==> config.mk <==
export PLATFORM = sky130hd
export DESIGN_NAME = a0_uart_tx
export DESIGN_NICKNAME = d
export VERILOG_FILES = /design/src/rtl/a0_uart_tx.sv
export SDC_FILE = /design/constraint.sdc
export NUM_CORES = 1
export LEC_CHECK = 0
export ABC_AREA = 1
export CAP_MARGIN = 10
export CORE_ASPECT_RATIO = 1.25
export CORE_UTILIZATION = 45
export CTS_CLUSTER_SIZE = 20
export DETAILED_ROUTE_END_ITERATION = 10
export DONT_BUFFER_PORTS = 1
export SYNTH_ARGS = -nofsm -noshare
export SYNTH_HDL_FRONTEND = slang
export SYNTH_HIERARCHICAL = 1
export SYNTH_SLANG_ARGS = --single-unit
==> constraint.sdc <==
create_clock -name clk -period 4.9 [get_ports clk]
set_input_delay 0.49 -clock clk [delete_from_list [all_inputs] [get_ports clk]]
set_output_delay 0.49 -clock clk [all_outputs]
set_load 0.01 [all_outputs]
==> src/rtl/a0_uart_tx.sv <==
// rtl/a0_uart_tx.sv - a0 change-capture word FIFO feeding an 8N1 UART transmitter
// Each new a0 value is queued and sent as four bytes, least-significant byte first.

module a0_uart_word_fifo #(
  parameter int DEPTH = 4,
  parameter int WIDTH = 32
) (
  input  logic                     clk,
  input  logic                     rst_n,
  input  logic                     push,
  input  logic [WIDTH-1:0]         wdata,
  input  logic                     pop,
  output logic [WIDTH-1:0]         rdata,
  output logic                     empty,
  output logic                     drop,
  output logic [$clog2(DEPTH):0]   level
);
  localparam int AW = $clog2(DEPTH);
  localparam logic [AW:0] PTR_ONE = {{AW{1'b0}}, 1'b1};

  logic [WIDTH-1:0] mem [DEPTH];
  logic [AW:0]      wptr;
  logic [AW:0]      rptr;
  logic             full;
  logic             do_push;
  logic             do_pop;

  assign empty   = (wptr == rptr);
  assign full    = (wptr[AW] != rptr[AW]) && (wptr[AW-1:0] == rptr[AW-1:0]);
  assign do_pop  = pop && !empty;
  // A pop in the same cycle frees the slot, so a full FIFO still accepts the push.
  assign do_push = push && (!full || do_pop);
  assign drop    = push && full && !do_pop;
  assign level   = wptr - rptr;
  assign rdata   = mem[rptr[AW-1:0]];

  always_ff @(posedge clk or negedge rst_n) begin
    if (!rst_n) begin
      wptr <= '0;
      rptr <= '0;
    end else begin
      if (do_push) wptr <= wptr + PTR_ONE;
      if (do_pop)  rptr <= rptr + PTR_ONE;
    end
  end

  always_ff @(posedge clk) begin
    if (do_push) mem[wptr[AW-1:0]] <= wdata;
  end
endmodule

module a0_uart_tx #(
  parameter int CLKS_PER_BIT = 87,
  parameter int FIFO_DEPTH   = 4
) (
  input  logic                          clk,
  input  logic                          rst_n,
  input  logic [31:0]                   a0,
  output logic                          tx,
  output logic                          busy,
  output logic                          overflow,
  output logic [$clog2(FIFO_DEPTH):0]   level
);
  localparam int CW = $clog2(CLKS_PER_BIT);
  localparam logic [CW-1:0] CNT_LAST = CW'(CLKS_PER_BIT - 1);
  localparam logic [CW-1:0] CNT_ONE  = {{(CW-1){1'b0}}, 1'b1};

  typedef enum logic [1:0] {IDLE, START, DATA, STOP} state_t;

  state_t        state, state_nx;
  logic [CW-1:0] cnt, cnt_nx;
  logic [2:0]    bit_idx, bit_idx_nx;
  logic [1:0]    byte_idx, byte_idx_nx;
  logic [31:0]   word, word_nx;
  logic [31:0]   a0_q;
  logic [31:0]   head;
  logic          push;
  logic          pop;
  logic          empty;
  logic          drop;
  logic          bit_end;

  assign push = (a0 != a0_q);

  always_ff @(posedge clk or negedge rst_n) begin
    if (!rst_n) begin
      a0_q     <= '0;
      overflow <= 1'b0;
    end else begin
      a0_q <= a0;
      if (drop) overflow <= 1'b1;
    end
  end

  a0_uart_word_fifo #(.DEPTH(FIFO_DEPTH), .WIDTH(32)) u_fifo (
    .clk   (clk),
    .rst_n (rst_n),
    .push  (push),
    .wdata (a0),
    .pop   (pop),
    .rdata (head),
    .empty (empty),
    .drop  (drop),
    .level (level)
  );

  assign bit_end = (cnt == CNT_LAST);
  assign busy    = (state != IDLE) || (level != '0);

  always_ff @(posedge clk or negedge rst_n) begin
    if (!rst_n) begin
      state    <= IDLE;
      cnt      <= '0;
      bit_idx  <= '0;
      byte_idx <= '0;
      word     <= '0;
    end else begin
      state    <= state_nx;
      cnt      <= cnt_nx;
      bit_idx  <= bit_idx_nx;
      byte_idx <= byte_idx_nx;
      word     <= word_nx;
    end
  end

  always_comb begin
    state_nx    = state;
    cnt_nx      = cnt;
    bit_idx_nx  = bit_idx;
    byte_idx_nx = byte_idx;
    word_nx     = word;
    pop         = 1'b0;
    tx          = 1'b1;
    case (state)
      IDLE: begin
        if (!empty) begin
          pop         = 1'b1;
          word_nx     = head;
          byte_idx_nx = 2'd0;
          cnt_nx      = '0;
          state_nx    = START;
        end
      end
      START: begin
        tx = 1'b0;
        if (bit_end) begin
          cnt_nx     = '0;
          bit_idx_nx = 3'd0;
          state_nx   = DATA;
        end else begin
          cnt_nx = cnt + CNT_ONE;
        end
      end
      DATA: begin
        // {byte_idx, bit_idx} is the bit position 8*byte + bit within the word.
        tx = word[{byte_idx, bit_idx}];
        if (bit_end) begin
          cnt_nx = '0;
          if (bit_idx == 3'd7) state_nx = STOP;
          else bit_idx_nx = bit_idx + 3'd1;
        end else begin
          cnt_nx = cnt + CNT_ONE;
        end
      end
      STOP: begin
        if (bit_end) begin
          cnt_nx = '0;
          if (byte_idx != 2'd3) begin
            byte_idx_nx = byte_idx + 2'd1;
            state_nx    = START;
          end else begin
            state_nx = IDLE;
          end
        end else begin
          cnt_nx = cnt + CNT_ONE;
        end
      end
      default: state_nx = IDLE;
    endcase
  end
endmodule
=== After elaboration in Yosys (flattened, before gate mapping) ===
Memories as Yosys holds them, arrays and structs flattened. A register that Yosys moved wholly into a read port is not among the register bits.
Index checks and enable logic that the tools add are counted.

* $lt $le $gt $ge: 1
* Bitwise gates (word level): 1
* Eq/ne operators: 17
* $add $sub $neg: 6
* Reduce and logical (&&, ||, !) cells: 21
* Mux-type cells: 25

{| class="wikitable"
|+ Operators by type and width
! operator !! number
|-
| $ne A32 B32 Y1 || 1
|-
| $mux W2 || 8
|-
| $ne A2 B2 Y1 const B || 8
|-
| $mux W7 || 2
|-
| $pmux W7 S2 || 1
|-
| $add A3 B1 Y3 const B || 3
|-
| $mux W3 || 3
|-
| $pmux W2 S4 || 1
|-
| $reduce_and A4 Y1 || 2
|-
| $add A7 B1 Y7 const B || 1
|-
| $eq A7 B7 Y1 const B || 1
|-
| $lt A5 B6 Y1 const B || 1
|-
| $mux W1 || 6
|-
| $pmux W3 S2 || 1
|-
| $reduce_bool A2 Y1 || 3
|-
| $bmux W1 S5 || 1
|-
| $logic_and A1 B1 Y1 || 5
|-
| $reduce_and A5 Y1 || 1
|-
| $eq A2 B2 Y1 const B || 2
|-
| $logic_not A1 Y1 || 4
|-
| $pmux W2 S2 || 1
|-
| $eq A3 B3 Y1 || 1
|-
| $eq A3 B3 Y1 const B || 1
|-
| $reduce_bool A3 Y1 || 1
|-
| 11 further kinds || 12
|}

* Register bits: 53
* Memories kept: 1
* Bits in writable memories: 128
* Output and inout port bits: 6
* Input bits: 34
* Logic and storage cells: 80

{| class="wikitable"
|+ Memories
! memory !! depth !! bits a word !! read ports !! clocked after memory_dff !! wr ports !! line !! text
|-
| u_fifo.mem || 4 || 32 || 1 || 1 || 1 || 21 || <nowiki>logic [WIDTH-1:0] mem [DEPTH];</nowiki>
|}

=== Longest topological paths before layout ===
* Depth after elaboration: 8
* Gate-level depth with buffers: 14
* Mapped depth without buffers: 12

=== By module ===
Netlist, hierarchy kept.

{| class="wikitable"
|+ By module, submodules not included
! module !! cells an instance !! times used !! sequential area each (µm²) !! area each (µm²)
|-
| a0_uart_word_fifo || 372 || 1 || 3993.8 || 5211.2
|-
| a0_uart_tx || 432 || 1 || 1976.9 || 3706.1
|}

=== Least setup slack after synthesis ===
OpenSTA, ideal clock, no wires.

* Path type: reg2reg
* Start: reg u_fifo.rptr[1]
* End: mem u_fifo.mem[0][0] (enable)
* Library setup time: 421 ps
* Cell stages (with the launch flop): 14
* Data required time: 4479 ps
* Clock period less this slack: 3795 ps
* Data arrival time: 3374 ps
* Path slack: 1105 ps
* Cells stage by stage: dfrtp_1 inv_2 buf_2 ha_1 nand2_1 inv_1 nand3_1 inv_1 nor2_4 buf_2 nor2_1 nand2_1 nand2_2 nor2_1

* Cells in the longest elaborated chain, start to end: 8
* Elaborated cells between the ends (all ways): 12
* Classes of those cells: eq/ne (2); mux (4); reduce/logical (6)

{| class="wikitable"
|+ RTL lines
! element !! line !! text
|-
| start: declaration || 23 || <nowiki>logic [AW:0] rptr;</nowiki>
|-
| start signal: assignment || 43 || <nowiki>if (do_pop) rptr <= rptr + PTR_ONE;</nowiki>
|-
| $eq A3 B3 Y1 || 28 || <nowiki>assign empty = (wptr == rptr);</nowiki>
|-
| net empty || 79 || <nowiki>logic empty;</nowiki>
|-
| $mux W1 || 136 || <nowiki>if (!empty) begin</nowiki>
|-
| $mux W1 || 134 || <nowiki>case (state)</nowiki>
|-
| net pop || 78 || <nowiki>logic pop;</nowiki>
|-
| $logic_and A1 B1 Y1 || 30 || <nowiki>assign do_pop = pop && !empty;</nowiki>
|-
| $logic_or A1 B1 Y1 || 32 || <nowiki>assign do_push = push && (!full || do_pop);</nowiki>
|-
| $logic_and A1 B1 Y1 || 32 ||
|-
| $mux W1 || 48 || <nowiki>if (do_push) mem[wptr[AW-1:0]] <= wdata;</nowiki>
|-
| $mux W1 (not written as such) || 48 ||
|-
| end: declaration || 21 ||
|}

The timed path passes the listed nets, and every way through them passes these cells.

=== Final worst setup path ===
* Start: reg u_fifo.rptr[1]
* End: mem u_fifo.mem[2][9] (enable)

* Cells in the longest elaborated chain, start to end: 8
* Elaborated cells between the ends (all ways): 12
* Classes of those cells: eq/ne (2); mux (4); reduce/logical (6)

{| class="wikitable"
|+ RTL lines
! element !! line
|-
| $eq A3 B3 Y1 * || 28
|-
| net empty || 79
|-
| $mux W1 || 136
|-
| $mux W1 || 134
|-
| $logic_and A1 B1 Y1 * || 30
|-
| $logic_or A1 B1 Y1 * || 32
|-
| $logic_and A1 B1 Y1 * || 32
|-
| $mux W1 * || 48
|-
| $mux W1 (not written as such) * || 48
|}

Mark *: on every way through the listed nets, which the timed path passes. The rest lies on a longest branch.

==> run summary <==
Post-CTS Setup Bufs: 0
Busiest metal layer after global routing: met2
Non-filler cells, final: 1098
Syn Nets: 855
Initial Util: 46.0%
Fin crit period: 3.72 ns
Drt drc: 0
CTS tree: done
Synth cell types: 28
R2R setup slack: 1.18 ns
DIE AREA: 20400 sq um
Final hold vios: 0
DRT Pass-1 Iters: 5
CP Capture Type: flip-flop
Final WL: 17900 um
FF-to-FF End: u_fifo/mem[2][9]$_DFFE_PP_
Clock Latency Late Sink: 0.50 ns
Bufs on Longest Clock Path: 3
Met1 usage: 23.6%
Yosys warns: 6
Clk_skew: 0.0144 ns
Initial antenna violation count: 0
Gate Count Post-Synth: 804
Max VDD drop: 0.325 mV
Post-DP Area: 9100 sq um
Clk pin slew, worst setup/hold paths: 0.06 ns
Worst hold path startpoint: a0[19]
Nets: 868
Vias/cell: 5.10
RePlAce Congestion: 0.769
Total GRT Usage: 18.4%
Crit path required time: 5.01 ns
H-tree level count: 1
Final setup fails: 0
Setup crit start kind: flip-flop
Clock Sinks: 213
Hold Path Class: input port to flip-flop
Critical Path AT: 3.83 ns
Placed cell count: 1041
Worst Tran Pin Value: 1.12 ns
Rel. slew slack: 25.3%
RR Startpoint: u_fifo/rptr[1]$_DFFE_PN0P_
DP Wirelength: 11100 um
Avg WL per Cell: 16.3 um
Design area: 9980 sq um
Seq/Total Area, Yosys: 67.0%
Lkg Pwr: 3.91 nW
Syn avg cell area: 11.1 sq um
Root buf cell: clkbuf_16
Status: complete, no violations
Ant diodes: 0
Seq cells post-synth: 213
Critical path peak fanout: 36
Power Density: 490 nW/um^2
Largest net degree at the start of global routing: 86
Setup_tns: 0 ns
Gr ovfl total: 0
Initial DRC Count: 459
Core area: 19400 sq um
Fin crit share: 75.9%
Met2 Use GR: 31.5%
ANT nets after route: 0
Die Width: 128 um
I/O pins: 40
Hold Slack: 0.0251 ns
Vias in the first global route: 5732
R2R cell count: 12
# rows: 57
Hold depth: 0
Height of the die: 159 um
GR Util met3: 3.02%
Worst Hold End: a0_q[19]$_DFF_PN0_
Fin. max-slew vios: 0
Vias: 5600
Syn Std Cell Area: 8920 sq um
Max Clk Rate: 0.269 GHz
Max cap viols: 0
Setup Crit Path Kind: flip-flop to flip-flop
CTS Buf Count: 23
RSZ-0062 raised after global routing: false
First-pass GRT wire length: 29300 um
PortBufs: 0
Layout cells sized above 1: 7.44%
Area grow syn2layout: 12.0%
==> cells in the mapped netlist <==
cell type,count,area [sq um]
nand2_1,135,507
edfxtp_1,128,3840
nor2_1,105,394
dfrtp_1,85,2130
o21ai_0,74,370
inv_1,65,244
nand3_1,42,210
o22ai_1,33,206
o21ai_1,26,130
ha_1,16,200
xor2_1,14,123
buf_2,12,60.1
or2_2,12,75.1
xnor2_1,11,96.3
buf_6,8,90.1
clkbuf_1,8,30.0
a21oi_1,6,30.0
nand2_2,4,25.0
nor3_1,4,20.0
a211oi_1,3,22.5
buf_4,3,22.5
inv_2,2,7.51
nand4_1,2,12.5
nor2_2,2,12.5
a21boi_4,1,18.8
fa_1,1,20.0
nor2_4,1,11.3
o21bai_1,1,7.51
==> how the worst max path moves through the flow <==
stage | to | startpoint | slack [ns]
global placement | u_fifo/mem[0][9]$_DFFE_PP_ | u_fifo/rptr[1]$_DFFE_PN0P_ | 1.28
global route | u_fifo/mem[3][6]$_DFFE_PP_ | u_fifo/rptr[1]$_DFFE_PN0P_ | 0.93
finish | u_fifo/mem[2][9]$_DFFE_PP_ | u_fifo/rptr[1]$_DFFE_PN0P_ | 1.18
floorplan | u_fifo/mem[0][0]$_DFFE_PP_ | u_fifo/rptr[1]$_DFFE_PN0P_ | 1.11
CTS | u_fifo/mem[3][7]$_DFFE_PP_ | u_fifo/rptr[1]$_DFFE_PN0P_ | 1.11
detailed placement | u_fifo/mem[3][8]$_DFFE_PP_ | u_fifo/rptr[1]$_DFFE_PN0P_ | 1.15
==> stage by stage <==
| step | utilization (%) | setup slack [ns] | power (mW) |
|---|---|---|---|
| 2_1_floorplan | - | 1.11 | 3.01 |
| 3_3_place_gp | 46.9 | 1.28 | 3.25 |
| 3_5_place_dp | 46.9 | 1.15 | 3.28 |
| 4_1_cts | 51.2 | 1.11 | 4.93 |
| 5_1_grt | 51.5 | 0.931 | 5.15 |
| 6_report | 51.5 | 1.18 | 4.89 |
==> final cells by class <==
type | count | area, sq um
repair buffers | 19 | 200
clock buffers | 30 | 622
inverters | 67 | 251
multi-input cells | 493 | 2520
flip-flops and latches | 213 | 5970
fillers | 1732 | 9420
well taps | 265 | 332
clock inverters | 11 | 83.8
==> sequential cells by signal, summed over array words and instances, names as in the netlist <==
name / cells
overflow: 1
a0_q: 32
u_fifo/wptr: 3
u_fifo/mem: 128
byte_idx: 2
cnt: 7
word: 32
u_fifo/rptr: 3
bit_idx: 3
state: 2
==> metal layers <==
metal / part of all wire, % / vias up
met3: 4.5 / 35
met1: 43 / 2720
li1: - / 2745
met4: 2.9 / 0
met5: 0 / -
met2: 50 / 100
==> critical path, stage by stage (launching register included) <==
cell	delay, ns
dfrtp_1	0.36
buf_4	0.25
inv_2	0.49
ha_1	0.35
nand2_1	0.09
inv_1	0.05
nand3_1	0.16
inv_1	0.15
nor2_4	0.14
nor2_1	0.05
nand2_1	0.15
nand2_2	0.20
nor2_4	0.84
==> report_power, final <==
| group | internal (mW) | switching, mW |
|---|---|---|
| clock network | 0.946 | 0.673 |
| logic | 0.310 | 0.723 |
| registers | 2.17 | 0.0726 |
==> what timing repair did <==
action                                 CTS  global route
hold buffers                            10             6
endpoints found under the hold margin   93             6
gates resized for setup                  0             0
==> layout by cell type (no fill, tap or decap), types with 15 or more instances in the layout <==
| cell | instances |
|---|---|
| nand2_1 | 135 |
| edfxtp_1 | 128 |
| nor2_1 | 101 |
| dfrtp_1 | 84 |
| o21ai_0 | 74 |
| inv_1 | 65 |
| nand3_1 | 42 |
| o22ai_1 | 33 |
| o21ai_1 | 26 |
| clkbuf_16 | 23 |
| ha_1 | 16 |
| dlygate4sd3_1 | 15 |
==> kinds of logic (layout without fill, tap and decap cells) <==
| kind of cell | count (synthesis) | in the layout | synth area share [%] |
|---|---|---|---|
| buffers and inverters | 98 | 127 | 5.09 |
| AND/OR/NAND/NOR | 307 | 307 | 14.2 |
| AO/OA/AOI/OAI | 144 | 144 | 8.81 |
| XOR/XNOR | 25 | 25 | 2.46 |
| flip-flops | 213 | 213 | 67.0 |
| adder cells (fa/ha/maj) | 17 | 17 | 2.47 |
Power figures use the tool's default switching activity.
